[src/rtl/decode_stage.sv]
`default_nettype none
// ============================================================================
// Module      : decode_stage
// Description : Instruction decode stage of a 16-bit-instruction pipeline.
//               Decodes the instruction and reads the register file. Detects
//               load-use hazards, generates stallD, and holds the ID/EX
//               pipeline register that feeds execute.
//               Optional build macro DECODE_WB_BYPASS_EN: when defined, a
//               register read whose address matches the writeback address in
//               a cycle with a valid write returns resultWB that same cycle.
// Revision    : 1.0 - initial release
// ============================================================================
module decode_stage #(
  parameter int DATA_W = 16,
  parameter int NREGS  = 16
) (
  input  logic              clk,
  input  logic              rst,
  input  logic              validD,
  input  logic [15:0]       inst,
  input  logic [DATA_W-1:0] PCD,
  input  logic [DATA_W-1:0] PCPlus2,
  input  logic              regWriteWB,
  input  logic [3:0]        RdestW,
  input  logic [DATA_W-1:0] resultWB,
  input  logic              flushE,
  input  logic              holdE,
  output logic              stallD,
  output logic              validE,
  output logic              illegalE,
  output logic [DATA_W-1:0] RD1E,
  output logic [DATA_W-1:0] RD2E,
  output logic [DATA_W-1:0] immExtE,
  output logic [DATA_W-1:0] PCE,
  output logic [DATA_W-1:0] PCPlus2E,
  output logic [3:0]        Rs1E,
  output logic [3:0]        Rs2E,
  output logic [3:0]        RdE,
  output logic              regWriteE,
  output logic              memWriteE,
  output logic              jumpE,
  output logic              branchE,
  output logic              aluSrcE,
  output logic [2:0]        aluControlE,
  output logic [1:0]        resultSrcE
);

  // Index width of the physical register array.
  localparam int AW = (NREGS > 1) ? $clog2(NREGS) : 1;
  // Bit i set when architectural address i exists in this configuration.
  localparam logic [15:0] ADDR_OK = 16'((32'd1 << NREGS) - 32'd1);

  localparam logic [3:0] OP_NOP  = 4'h0;
  localparam logic [3:0] OP_ADD  = 4'h1;
  localparam logic [3:0] OP_SUB  = 4'h2;
  localparam logic [3:0] OP_AND  = 4'h3;
  localparam logic [3:0] OP_OR   = 4'h4;
  localparam logic [3:0] OP_ADDI = 4'h5;
  localparam logic [3:0] OP_LW   = 4'h6;
  localparam logic [3:0] OP_SW   = 4'h7;
  localparam logic [3:0] OP_BEQ  = 4'h8;
  localparam logic [3:0] OP_JAL  = 4'h9;

  localparam logic [1:0] RES_ALU = 2'b00;
  localparam logic [1:0] RES_MEM = 2'b01;
  localparam logic [1:0] RES_PC2 = 2'b10;

  // Everything that crosses into execute; an all-zero value is a bubble.
  typedef struct packed {
    logic              valid;
    logic              illegal;
    logic [DATA_W-1:0] rd1;
    logic [DATA_W-1:0] rd2;
    logic [DATA_W-1:0] imm;
    logic [DATA_W-1:0] pc;
    logic [DATA_W-1:0] pc_plus2;
    logic [3:0]        rs1;
    logic [3:0]        rs2;
    logic [3:0]        rd;
    logic              reg_write;
    logic              mem_write;
    logic              jump;
    logic              branch;
    logic              alu_src;
    logic [2:0]        alu_control;
    logic [1:0]        result_src;
  } idex_t;

  logic [3:0]        op;
  logic [3:0]        dec_rd;
  logic [3:0]        dec_rs1;
  logic [3:0]        dec_rs2;
  logic [DATA_W-1:0] dec_imm;
  logic              dec_illegal;
  logic              dec_reg_write;
  logic              dec_mem_write;
  logic              dec_jump;
  logic              dec_branch;
  logic              dec_alu_src;
  logic [2:0]        dec_alu_control;
  logic [1:0]        dec_result_src;
  logic [DATA_W-1:0] imm4_sext;
  logic [DATA_W-1:0] imm8_sext;

  logic [DATA_W-1:0] rf_q [NREGS];
  logic [DATA_W-1:0] rf_d [NREGS];
  logic              wb_we;
  logic [DATA_W-1:0] rd1_val;
  logic [DATA_W-1:0] rd2_val;

  logic              hazard;
  idex_t             idex_q;
  idex_t             idex_d;

  assign op        = inst[15:12];
  assign imm4_sext = {{(DATA_W-4){inst[3]}}, inst[3:0]};
  assign imm8_sext = {{(DATA_W-8){inst[7]}}, inst[7:0]};

  // Writes to r0 or to addresses beyond the implemented array are dropped.
  assign wb_we = regWriteWB && (RdestW != 4'd0) && ADDR_OK[RdestW];

  // Instruction field extraction and control generation.
  always_comb begin
    dec_rd          = 4'd0;
    dec_rs1         = 4'd0;
    dec_rs2         = 4'd0;
    dec_imm         = '0;
    dec_illegal     = 1'b0;
    dec_reg_write   = 1'b0;
    dec_mem_write   = 1'b0;
    dec_jump        = 1'b0;
    dec_branch      = 1'b0;
    dec_alu_src     = 1'b0;
    dec_alu_control = 3'b000;
    dec_result_src  = RES_ALU;
    case (op)
      OP_NOP: begin
      end
      OP_ADD, OP_SUB, OP_AND, OP_OR: begin
        dec_rd        = inst[11:8];
        dec_rs1       = inst[7:4];
        dec_rs2       = inst[3:0];
        dec_reg_write = 1'b1;
        case (op)
          OP_SUB:  dec_alu_control = 3'b001;
          OP_AND:  dec_alu_control = 3'b010;
          OP_OR:   dec_alu_control = 3'b011;
          default: dec_alu_control = 3'b000;
        endcase
      end
      OP_ADDI, OP_LW: begin
        dec_rd        = inst[11:8];
        dec_rs1       = inst[7:4];
        dec_imm       = imm4_sext;
        dec_reg_write = 1'b1;
        dec_alu_src   = 1'b1;
        if (op == OP_LW) begin
          dec_result_src = RES_MEM;
        end
      end
      OP_SW: begin
        dec_rs2       = inst[11:8];
        dec_rs1       = inst[7:4];
        dec_imm       = imm4_sext;
        dec_mem_write = 1'b1;
        dec_alu_src   = 1'b1;
      end
      OP_BEQ: begin
        dec_rs2         = inst[11:8];
        dec_rs1         = inst[7:4];
        dec_imm         = imm4_sext;
        dec_branch      = 1'b1;
        dec_alu_control = 3'b001;
      end
      OP_JAL: begin
        dec_rd         = inst[11:8];
        dec_imm        = imm8_sext;
        dec_reg_write  = 1'b1;
        dec_jump       = 1'b1;
        dec_result_src = RES_PC2;
      end
      default: begin
        // Opcodes A-F: flagged illegal, fields left zero so nothing executes.
        dec_illegal = 1'b1;
      end
    endcase
  end

  // Register-file read ports, with optional same-cycle writeback bypass.
  always_comb begin
    rd1_val = '0;
    rd2_val = '0;
    if ((dec_rs1 != 4'd0) && ADDR_OK[dec_rs1]) begin
      rd1_val = rf_q[dec_rs1[AW-1:0]];
    end
    if ((dec_rs2 != 4'd0) && ADDR_OK[dec_rs2]) begin
      rd2_val = rf_q[dec_rs2[AW-1:0]];
    end
`ifdef DECODE_WB_BYPASS_EN
    if (wb_we && (RdestW == dec_rs1)) begin
      rd1_val = resultWB;
    end
    if (wb_we && (RdestW == dec_rs2)) begin
      rd2_val = resultWB;
    end
`else
`endif
  end

  // Register-file next state: at most one entry changes per cycle.
  always_comb begin
    rf_d = rf_q;
    if (wb_we) begin
      rf_d[RdestW[AW-1:0]] = resultWB;
    end
  end

  // Register-file storage, cleared by reset.
  always_ff @(posedge clk or posedge rst) begin
    if (rst) begin
      for (int i = 0; i < NREGS; i++) begin
        rf_q[i] <= '0;
      end
    end else begin
      rf_q <= rf_d;
    end
  end

  // A load in execute whose destination feeds this instruction must wait.
  assign hazard = validD && idex_q.valid && (idex_q.result_src == RES_MEM) &&
                  (idex_q.rd != 4'd0) &&
                  ((idex_q.rd == dec_rs1) || (idex_q.rd == dec_rs2));

  assign stallD = hazard | holdE;

  // ID/EX next state: flush beats hold, hold beats hazard bubble.
  always_comb begin
    idex_d = idex_q;
    if (flushE) begin
      idex_d = '0;
    end else if (holdE) begin
      idex_d = idex_q;
    end else if (hazard || !validD) begin
      idex_d = '0;
    end else begin
      idex_d.valid       = 1'b1;
      idex_d.illegal     = dec_illegal;
      idex_d.rd1         = rd1_val;
      idex_d.rd2         = rd2_val;
      idex_d.imm         = dec_imm;
      idex_d.pc          = PCD;
      idex_d.pc_plus2    = PCPlus2;
      idex_d.rs1         = dec_rs1;
      idex_d.rs2         = dec_rs2;
      idex_d.rd          = dec_rd;
      idex_d.reg_write   = dec_reg_write;
      idex_d.mem_write   = dec_mem_write;
      idex_d.jump        = dec_jump;
      idex_d.branch      = dec_branch;
      idex_d.alu_src     = dec_alu_src;
      idex_d.alu_control = dec_alu_control;
      idex_d.result_src  = dec_result_src;
    end
  end

  // ID/EX pipeline register.
  always_ff @(posedge clk or posedge rst) begin
    if (rst) begin
      idex_q <= '0;
    end else begin
      idex_q <= idex_d;
    end
  end

  assign validE      = idex_q.valid;
  assign illegalE    = idex_q.illegal;
  assign RD1E        = idex_q.rd1;
  assign RD2E        = idex_q.rd2;
  assign immExtE     = idex_q.imm;
  assign PCE         = idex_q.pc;
  assign PCPlus2E    = idex_q.pc_plus2;
  assign Rs1E        = idex_q.rs1;
  assign Rs2E        = idex_q.rs2;
  assign RdE         = idex_q.rd;
  assign regWriteE   = idex_q.reg_write;
  assign memWriteE   = idex_q.mem_write;
  assign jumpE       = idex_q.jump;
  assign branchE     = idex_q.branch;
  assign aluSrcE     = idex_q.alu_src;
  assign aluControlE = idex_q.alu_control;
  assign resultSrcE  = idex_q.result_src;

endmodule
`default_nettype wire

[config.mk]
export PLATFORM = sky130hd
export DESIGN_NAME = decode_stage
export DESIGN_NICKNAME = d
export VERILOG_FILES = /design/src/rtl/decode_stage.sv
export SDC_FILE = /design/constraint.sdc
export NUM_CORES = 1
export LEC_CHECK = 0
export BUFFER_PORTS_ARGS = -buffer_cell sky130_fd_sc_hd__buf_2
export CORE_ASPECT_RATIO = 1.2
export CORE_MARGIN = 2
export CORE_UTILIZATION = 50
export CTS_BUF_LIST = sky130_fd_sc_hd__clkbuf_16
export DETAILED_ROUTE_END_ITERATION = 6
export PLACE_DENSITY = 0.69
export SLEW_MARGIN = 15
export SYNTH_ARGS = -nofsm -noshare
export SYNTH_HDL_FRONTEND = slang
export SYNTH_SLANG_ARGS = --single-unit
[constraint.sdc]
create_clock -name clk -period 12.4 [get_ports clk]
set_clock_uncertainty 0.15 [all_clocks]
set_input_delay 0.62 -clock clk [delete_from_list [all_inputs] [get_ports clk]]
set_output_delay 0.62 -clock clk [all_outputs]
set_load 0.02 [all_outputs]
---- Word-level counts from Yosys, hierarchy flattened ----
Memories as Yosys holds them, arrays and structs flattened.
Index checks and enable logic that the tools add are counted.
storage, ports and cells
  bits in read-only memories .............. 48
  flip-flop bits (word level) ............. 360
  memories kept ........................... 3
cells by class
  muxes and demuxes ....................... 31
  reduce and logical (&&, ||, !) cells .... 25
  $lt $le $gt $ge ......................... 7
  bitwise operators ....................... 4
  equal/unequal tests ..................... 13
memories
  memory            depth  width  rd ports  clocked after memory_dff  wr ports  RTL line  source
  (name not given)  16     1      1         0                         0         196       if ((dec_rs2 != 4'd0) && ADDR_OK[dec_rs2]) begin
  (name not given)  16     1      1         0                         0         193       if ((dec_rs1 != 4'd0) && ADDR_OK[dec_rs1]) begin
  (name not given)  16     1      1         0                         0         120       assign wb_we = regWriteWB && (RdestW != 4'd0) && ADDR_OK[RdestW];
operators with widths
  kind                                                        count
  two-way mux 104 bit                                         3
  bitwise mux 256 bit                                         1
  binary-select mux 16 bit (select 4 bit)                     2
  two-way mux 16 bit                                          7
  demux 16 bit (select 4 bit)                                 1
  one-hot mux 16 bit (2 select lines)                         1
  == test 4 x 3 -> 1 bit, second input constant               4
  nonzero test 4 bit                                          4
  >= comparator 5 bit, second input constant                  3
  less-than comparator 4 x 5 -> 1 bit, second input constant  3
  inverter 4 -> 5 bit                                         3
  two-way mux 1 bit                                           10
  OR reduction 10 bit                                         1
  logical AND 1 bit                                           9
  == test 4 x 2 -> 1 bit, second input constant               2
  == test 4 bit                                               2
  == test 4 bit, second input constant                        2
  two-way mux 4 bit                                           2
  one-hot mux 2 bit (2 select lines)                          2
  one-hot mux 4 bit (2 select lines)                          1
  OR reduction 4 bit                                          2
  OR reduction 8 bit                                          1
  OR reduction 7 bit                                          1
  one-hot mux 2 bit (3 select lines)                          1
  other kinds (10)                                            12

---- Longest topological paths before layout ----
  word-level depth ........................ 11
  depth in mapped cells ................... 11
  mapped depth without buffers ............ 7

---- Least setup slack after synthesis ----
No wires, ideal clock.
  path type ............................... input-to-output
  from .................................... input port inst[14]
  to ...................................... output port stallD
  required time ........................... 11.630 ns
  cell stages on the path ................. 9
  arrival ................................. 2.294 ns
  slack ................................... 9.336 ns
  cells stage by stage .................... buf_2 -> nor4b_4 -> o21ai_1 -> and2_1 -> buf_4 -> xnor2_1 -> nor4_2 -> o21ai_0 -> nand2b_1
on the way
  cells in the longest elaborated chain, start to end .. 7
  elaborated cells on any way between the ends .. 18
  those cells by class .................... 10 x eq/ne; 2 x mux; 1 x bitwise; 5 x reduce/logical
ends and longest elaborated chain
  item                                                                     RTL line  source
  from (decl)                                                              20        input logic [15:0] inst,
  == test 4 x 3 -> 1 bit (tied with other cells)                           136       case (op)
  OR reduction 4 bit (tied with other cells)                               n/a
  one-hot mux 4 bit (2 select lines) or two-way mux 4 bit (tied branches)  136
  == test 4 bit                                                            232       ((idex_q.rd == dec_rs1) || (idex_q.rd == dec_rs2));
  logical OR 1 bit *                                                       232
  logical AND 1 bit *                                                      231       (idex_q.rd != 4'd0) &&
  OR 1 bit *                                                               234       assign stallD = hazard | holdE;
  to (decl)                                                                28        output logic stallD,
Every way passes the cells marked *; elsewhere a longest branch is shown, timed or not.

---- Worst setup path in the final report ----
  from .................................... input port inst[15]
  to ...................................... register idex_q, in the netlist RD2E[9]
on the way
  cells in the longest elaborated chain, start to end .. 11
  elaborated cells on any way between the ends .. 30
  those cells by class .................... 10 x eq/ne; 10 x mux; 1 x bitwise; 8 x reduce/logical; 1 x memory
ends and longest elaborated chain
  item                                                      RTL line  source
  == test 4 x 3 -> 1 bit (tied with other cells)            136
  OR reduction 4 bit or OR reduction 2 bit (tied branches)  n/a
  one-hot mux 4 bit (2 select lines)                        136
  inverter 4 -> 5 bit (not written as such)                 197       rd2_val = rf_q[dec_rs2[AW-1:0]];
  binary-select mux 16 bit (select 4 bit)                   197
  two-way mux 16 bit (not written as such) (2 in series)    197
  two-way mux 16 bit                                        196
  two-way mux 104 bit *                                     243       end else if (hazard || !validD) begin
  two-way mux 104 bit *                                     241       end else if (holdE) begin
  two-way mux 104 bit *                                     239       if (flushE) begin
  to (signal assigned)                                      271       idex_q <= idex_d;
  to (decl)                                                 112       idex_t idex_q;
Every way passes the cells marked *; elsewhere a longest branch is shown, timed or not. The select of a mux whose other input is x is not followed.
A chain may end at the register's enable or synchronous reset.

==> metrics <==
run status complete, no violations; Yosys top cell area share 0.4944; Max Slew Vio Count 0; Levels on crit path 9; Initial DRC Count 1222; Max Cap Viol 0; cell taking the most area after synthesis dfrtp_1; Overall Power 3.240 mW; cell count after synthesis 1537; die footprint 37060 µm²; Final setup violation count 0; HP Class input port to async pin; final setup margin 8.015 ns; WHS 0.1208 ns; Avg Cell Area, Syn 11.56 µm²; Area Overhead vs Synth 12.96%; Worst slew margin 0.1745; pwr/cell area 161.5 nW/µm²; Final Cycle Share 0.3536; drt pass-1 iters 5; first-pass GRT wire length 82300 µm; R2R Setup Slk 10.01 ns; final wirelength 55010 µm; synth top area cells dfrtp_1, mux2_2, mux2i_1; Worst setup EP type flop; GRT overflow 0; final worst path period need 4.385 ns; Non-Filler Instances 2119; initial antenna violation count 4; Crit path required time 12.66 ns; # port buffers 177; CP cell instances buf_2 -> nor4b_4 -> o21ai_1 -> nand3_4 -> buf_4 -> buf_4 -> nor3_2 -> buf_4 -> o41ai_1; Chip Width 176.1 µm; Starting Density 0.5076; # IOs 179; Resized cells post-CTS 0; drt via density 6.507; WP data arrival 4.64 ns; All-Layer GR Usage 0.2933; cell family with most CP delay buffers and inverters; die height 210.5 µm; Clk Tree Root Cell clkbuf_16; dpl ws 7.548 ns; Worst path max stage delay 0.89 ns; Critical Path Source Type input port; fmax 228.1 MHz; Final Hold Violating Endpoints 0; Worst VDD drop 109.4 µV; H-tree Lvls 2; R2R cell count 5; CP Buf/Inv Count 4; Synth Cell Area 17770 µm²; CTS buffer count 39; CP max stage cell buf_4; FFs w/ async S/R, synth 1.000; CTS tree built; # rows 75; Leak 8.985 nW; drt wl/cell 25.96 µm; TritonCTS Sinks 351; pin count of the biggest net entering global routing 155; number of flops mapped to enable cells by yosys 0; later-pin clock latency in the skew report 0.53 ns; postcts setup bufs 0; vias in the first global route 13510; Setup CP Type input port to flop; Clock Path Buffers 3; fin nets 1706; CP max FO 55; RSZ-0062 raised after global routing false; core area 35000 µm²; Setup TNS 0 ns; vias 13790; Final GP Congestion 0.8589; layout cell share with drive strength beyond 1 0.3327; Synth cell types 52; Slew @ Worst Pin 1.235 ns; HPWL after DPL 33010 µm; Most common cell on crit path buf_4; # hold bufs at CTS 0; clock transition at the registers of the reported paths 0.05 ns; Synth Net Count 1611; sequential area share after synthesis 0.4944; number of synthesis warnings 0; Main synth FF type dfrtp_1; #FFs+latches synth 351; DR DRC count 0; Placed Cells 2053; Post-DRT Antenna Nets 0
-- registers in the layout, summed over array words and instances, names as in the netlist --
register     flops
RD1E            16
aluControlE      2
regWriteE        1
illegalE         1
Rs2E             4
RdE              4
resultSrcE       2
immExtE          8
Rs1E             4
branchE          1
aluSrcE          1
memWriteE        1
PCE             16
jumpE            1
rf_q           256
validE           1
PCPlus2E        16
RD2E            16
-- layer usage --
layer  share of wire  track usage
met2            0.46       0.4636
met5               0            0
met3           0.095      0.07089
met1            0.40       0.3798
met4           0.049       0.1416
-- placed cells by master (no fill, tap or decap), types with 10 or more instances in the layout --
cell type / netlist / layout
a22oi_1: 33 / 33
inv_1: 3 / 17
clkbuf_16: 0 / 41
a21oi_1: 19 / 19
o22ai_1: 48 / 48
nand2_1: 185 / 184
o41ai_2: 20 / 20
a221oi_1: 49 / 49
o41ai_1: 11 / 11
dfrtp_1: 351 / 351
nor3_1: 18 / 16
mux2_2: 241 / 240
nand3_1: 37 / 36
buf_2: 33 / 177
mux2i_1: 159 / 158
o21ai_0: 12 / 12
nor2_1: 19 / 10
a31oi_1: 46 / 46
a22o_1: 42 / 42
buf_4: 12 / 35
-- synth_stat cells (all sizes together), types with 3 or more instances --
cell / instances
xnor2: 8
o31ai: 3
nor2: 19
o41ai: 31
nand2b: 3
nor3: 19
xor2: 3
a21boi: 4
mux2: 241
a21oi: 19
and2: 4
nand3b: 5
nand3: 37
a22oi: 33
o21ai: 22
and3: 3
a221oi: 49
nand2: 185
nor3b: 3
a22o: 42
inv: 4
mux2i: 159
nor4: 3
clkbuf: 104
dfrtp: 351
a32o: 9
o22ai: 48
a31oi: 46
or3: 3
buf: 55
nor2b: 9
-- worst reg2reg max path, cell delays in order (launching register included) --
cell and delay [ns]:
dfrtp_1 0.44, xor2_1 0.19, nor4_2 0.48, o31a_2 0.21, buf_4 0.56, o41ai_1 0.22
-- report_power, final --
group	switching, mW	total [mW]	internal, mW
Combinational	0.346	0.650	0.304
Clock	0.456	1.09	0.631
Sequential	0.157	1.50	1.35
-- stage by stage --
step             util  area, µm²
3_3_place_gp   0.5397      18890
6_report       0.5733      20070
4_1_cts        0.5732      20060
5_1_grt        0.5733      20070
3_5_place_dp   0.5397      18890
2_1_floorplan       -      17770
-- cell families after synthesis --
kind of cell           share of synthesized area
XOR/XNOR                                0.006268
AO/OA/AOI/OAI                             0.1371
flip-flops                                0.4944
multiplexers                              0.2423
buffers and inverters                    0.04141
other                                  0.0002111
AND/OR/NAND/NOR                          0.07825
-- final cells by class --
| class | instances | area [µm²] |
|---|---|---|
| diodes | 1 | 2.502 |
| clock buffers | 41 | 1026 |
| clock inverters | 24 | 146.4 |
| fillers | 2949 | 14930 |
| inverters | 4 | 22.52 |
| multi-input cells | 1023 | 8341 |
| flip-flops and latches | 351 | 8783 |
| well taps | 462 | 578.1 |
| repair buffers | 213 | 1169 |
-- worst paths after layout --
check,start,to
min in group clk,PCD[12],PCE[12]$_DFFE_PP0P_
setup / recovery,inst[15],RD2E[9]$_DFFE_PP0P_
max in group asynchronous,rst,rf_q[139]$_DFFE_PP0P_
hold reg to reg,rf_q[246]$_DFFE_PP0P_,rf_q[246]$_DFFE_PP0P_
hold / removal,rst,PCE[0]$_DFFE_PP0P_
setup reg to reg,RdE[0]$_DFFE_PP0P_,RD2E[11]$_DFFE_PP0P_
Power figures use the tool's default switching activity.
